`src/rtl/serial_subtractor.sv`:
```
// serial_subtractor: {bout,diff} = a - b - bin, CHUNK bits per clock, valid/ready on both sides.
// Define SERIAL_SUBTRACTOR_SIGNED_OVF_EN to add the two's-complement overflow output ovf.
module serial_subtractor #(
  parameter int WIDTH = 128,
  parameter int CHUNK = 32
) (
  input  logic             clk,
  input  logic             rst,
  input  logic [WIDTH-1:0] a,
  input  logic [WIDTH-1:0] b,
  input  logic             bin,
  input  logic             in_valid,
  output logic             in_ready,
  output logic [WIDTH-1:0] diff,
  output logic             bout,
  output logic             out_valid,
  input  logic             out_ready
`ifdef SERIAL_SUBTRACTOR_SIGNED_OVF_EN
  ,
  output logic             ovf
`endif
);
  localparam int NCHUNK = WIDTH / CHUNK;
  localparam int IW = NCHUNK > 1 ? $clog2(NCHUNK) : 1;
  if (CHUNK < 1 || CHUNK > WIDTH || WIDTH % CHUNK != 0) begin : g_bad_cfg
    $error("serial_subtractor: WIDTH must be a positive multiple of CHUNK");
  end
  typedef enum logic [1:0] {IDLE, CALC, DONE} state_t;
  state_t state, nxt;
  logic [WIDTH-1:0] ra, rb;
  logic [IW-1:0] idx;
  logic brw, last;
  logic [CHUNK:0] sub;
  // One extra bit so the borrow out of the chunk is never truncated.
  assign sub = {1'b0, ra[int'(idx)*CHUNK +: CHUNK]} - {1'b0, rb[int'(idx)*CHUNK +: CHUNK]} - {{CHUNK{1'b0}}, brw};
  assign last = idx == IW'(NCHUNK - 1);
  assign in_ready = state == IDLE;
  assign out_valid = state == DONE;
  always_comb begin
    nxt = state;
    if (state == IDLE && in_valid) nxt = CALC;
    else if (state == CALC && last) nxt = DONE;
    else if (state == DONE && out_ready) nxt = IDLE;
  end
  always_ff @(posedge clk) begin
    if (rst) begin
      state <= IDLE;
      ra <= '0;
      rb <= '0;
      brw <= 1'b0;
      idx <= '0;
      diff <= '0;
      bout <= 1'b0;
`ifdef SERIAL_SUBTRACTOR_SIGNED_OVF_EN
      ovf <= 1'b0;
`endif
    end else begin
      state <= nxt;
      if (state == IDLE && in_valid) begin
        ra <= a;
        rb <= b;
        brw <= bin;
        idx <= '0;
      end
      if (state == CALC) begin
        diff[int'(idx)*CHUNK +: CHUNK] <= sub[CHUNK-1:0];
        brw <= sub[CHUNK];
        idx <= idx + 1'b1;
        if (last) bout <= sub[CHUNK];
`ifdef SERIAL_SUBTRACTOR_SIGNED_OVF_EN
        if (last) ovf <= (ra[WIDTH-1] ^ rb[WIDTH-1]) & (sub[CHUNK-1] ^ ra[WIDTH-1]);
`endif
      end
    end
  end
endmodule
```
`config.mk`:
```
export PLATFORM = sky130hd
export DESIGN_NAME = serial_subtractor
export DESIGN_NICKNAME = d
export VERILOG_FILES = /design/src/rtl/serial_subtractor.sv
export SDC_FILE = /design/constraint.sdc
export NUM_CORES = 1
export LEC_CHECK = 0
export BUFFER_PORTS_ARGS = -buffer_cell sky130_fd_sc_hd__buf_2
export CAP_MARGIN = 5
export CORE_MARGIN = 2
export CORE_UTILIZATION = 54
export DETAILED_ROUTE_END_ITERATION = 6
export GPL_TIMING_DRIVEN = 1
export PLACE_DENSITY = 0.89
export SLEW_MARGIN = 20
export SYNTH_ARGS = -nofsm -noshare
export SYNTH_HDL_FRONTEND = slang
export SYNTH_SLANG_ARGS = --single-unit
```
`constraint.sdc`:
```
create_clock -name clk -period 11.9 [get_ports clk]
set_input_delay 1.785 -clock clk [delete_from_list [all_inputs] [get_ports clk]]
set_output_delay 1.785 -clock clk [all_outputs]
set_load 0.1 [all_outputs]
```
==> metrics.txt <==
status=completed; crit share post-route=0.423; IO Count=392; max_slew headroom=0.258; # setup viols final=0; clock buffer depth=3; Final Hold Vio Count=0; Fmax=199 MHz; LEAKAGE=0.00898 µW; row cnt=65; data required time of the critical path=12.33 ns; Hold-fix buffers, CTS=0; worst min path class=reg2reg; postcts setup bufs=0; syn_area_per_cell=8.56 µm²; Yosys Warn Count=0; most crowded layer after global routing=met2; Setup Skew=0.0400 ns; Seq/Total Area, Yosys=0.450; FF+latch count, synth=390; DR pass1 iterations=5; vias=16000; post-CTS resize count=0; share of cells above drive strength 1=0.233; PwrDens=176 nW/µm²; ys flop type=dfxtp_1; WS Path Type=reg2reg; drt wl/cell=19.2 µm; met2 usage=0.511; CTS buffer count=40; largest net degree at the start of global routing=232; fin nets=2668; Global Route Usage Sum=0.309; fraction of registers with async set/reset=0; Synth cell types=65; final wirelength=53200 µm; number of global-route vias before repair=15200; unrepaired setup endpoints after global routing=false; minimum clock period=5.03 ns; Via density=5.75; met1 Use GR=0.406; Syn Inst Count=2029; Initial DRC Count=1368; Area growth syn-to-layout=19.7%; Residual DRC=0; CP Max Fanout=37; Die Footprint=33600 µm²; htree depth=2; initial cell density of the core=0.549; clock latency on the worst-skew pair=0.54 ns; Syn Nets=2357; Total Neg Setup Slack=0 ns; hold_sp=diff[126]$_SDFFE_PP0P_; crit path DAT=5.46 ns; commonest non-fill, non-tap cell in the layout=nand2_1; area post-placement=19400 µm²; Die Y-Extent=183 µm; first-pass GRT wire length=81600 µm; most frequent cells in the layout=nand2_1, buf_2, dfxtp_1, a21oi_1, inv_1; TritonCTS clock tree=done; Core Footprint=31600 µm²; GPL Wtd Cong=0.965; HPWL after DPL=38900 µm; Max-Cap Viols=0; Crit. Startpoint=idx[0]$_SDFFE_PP0P_; Tightest Pin Transition=1.11 ns; Final Cell Area=20800 µm²; EDFF count, synth=0; Root Buffer=clkbuf_16; initial antenna violation count=4; Die X=183 µm; clock slew at reported path FFs=0.06 ns; Slew Viols, Final=0; Synth Cell Area=17400 µm²; PortBufs=391; fillers=2543; Worst VDD drop=0.115 mV; CP Launch Type=register; GR Util met3=0.0483; CTS Sinks=390; gr ovfl total=0; DRT antenna net count=0; reg-to-reg startpoint=idx[0]$_SDFFE_PP0P_; element type at the critical path end=register
-- worst max-delay path, stage by stage, from the launching register on --
cell	delay (ns)
dfxtp_4	0.82
buf_4	0.72
mux4_2	0.59
inv_1	0.11
ha_1	0.23
inv_1	0.06
ha_1	0.30
a21oi_1	0.29
o211ai_1	0.19
a221oi_1	0.45
a21oi_1	0.19
o31ai_1	0.62
o21ai_0	0.16
a21oi_1	0.19
-- path summary, 6_finish.rpt --
path,endpoint,slack (ns),depth (start not counted)
worst max-delay path,diff[30]$_SDFFE_PP0P_,6.87,13
worst max register to register,diff[30]$_SDFFE_PP0P_,6.87,13
worst min register to register,diff[126]$_SDFFE_PP0P_,0.45,2
worst min-delay path,diff[126]$_SDFFE_PP0P_,0.45,2
-- registers in the layout, summed over array words and instances (netlist names) --
name   flops
bout       1
brw        1
diff     128
idx        2
ra       128
rb       128
state      2
-- report_power, final --
group          switching (µW)  internal (µW)
Clock                     515            752
Combinational             668            300
Sequential               43.3           1380
Total                    1230           2430
-- cells in the mapped netlist (6+ instances only) --
library cell / n / share of area
nor2b_1: 6 / 0.0022
a221o_1: 9 / 0.0052
nand2b_1: 10 / 0.0036
mux4_2: 63 / 0.082
a21oi_1: 305 / 0.088
o21ai_0: 33 / 0.0095
nor3_1: 11 / 0.0032
buf_1: 9 / 0.0019
a22o_1: 49 / 0.025
nand2_1: 575 / 0.12
a31oi_1: 6 / 0.0022
nor2_1: 81 / 0.018
clkbuf_1: 116 / 0.025
o21a_1: 6 / 0.0026
o211ai_1: 7 / 0.0030
dfxtp_1: 390 / 0.45
o21bai_1: 7 / 0.0030
nand4_1: 8 / 0.0029
a21o_1: 15 / 0.0065
buf_2: 10 / 0.0029
ha_1: 65 / 0.047
o31ai_1: 6 / 0.0026
a22oi_1: 44 / 0.019
xnor2_1: 14 / 0.0071
xor2_1: 9 / 0.0045
inv_1: 104 / 0.022
nand3_1: 6 / 0.0017
-- cell type report --
| type | count | area [µm²] | share of cell area |
|---|---|---|---|
| multi-input cells | 1399 | 8650 | 0.416 |
| flip-flops and latches | 390 | 7820 | 0.376 |
| repair buffers | 405 | 2080 | 0.100 |
| clock buffers | 59 | 1170 | 0.0565 |
| well taps | 402 | 503 | 0.0242 |
| inverters | 104 | 390 | 0.0188 |
| clock inverters | 14 | 161 | 0.00777 |
| diodes | 3 | 7.51 | 0.000361 |
-- metrics by stage --
step            util  setup WS (ns)  std cells  power [µW]  hold slack (ns)
3_5_place_dp   0.615           6.89       2700        2390            0.443
6_report       0.657           6.87       2776        3650            0.450
2_1_floorplan      -           7.63       2029        2100            0.433
4_1_cts        0.657           6.87       2773        3640            0.452
5_1_grt        0.657           6.44       2774        3790            0.469
3_3_place_gp   0.615           6.98       2700        2380            0.439
-- cells by family after synthesis --
| group | share of synthesized area |
|---|---|
| AO/OA/AOI/OAI | 0.186 |
| XOR/XNOR | 0.0116 |
| adder cells (fa/ha/maj) | 0.0492 |
| buffers and inverters | 0.0530 |
| flip-flops | 0.450 |
| multiplexers | 0.0871 |
| AND/OR/NAND/NOR | 0.163 |
-- per-layer routing --
metal  vias up  part of all wire
li1       7563                 -
met1      7510              0.41
met2       769              0.47
met3       125             0.078
met4         4             0.039
met5         -           0.00041
Power figures use the tool's default switching activity.
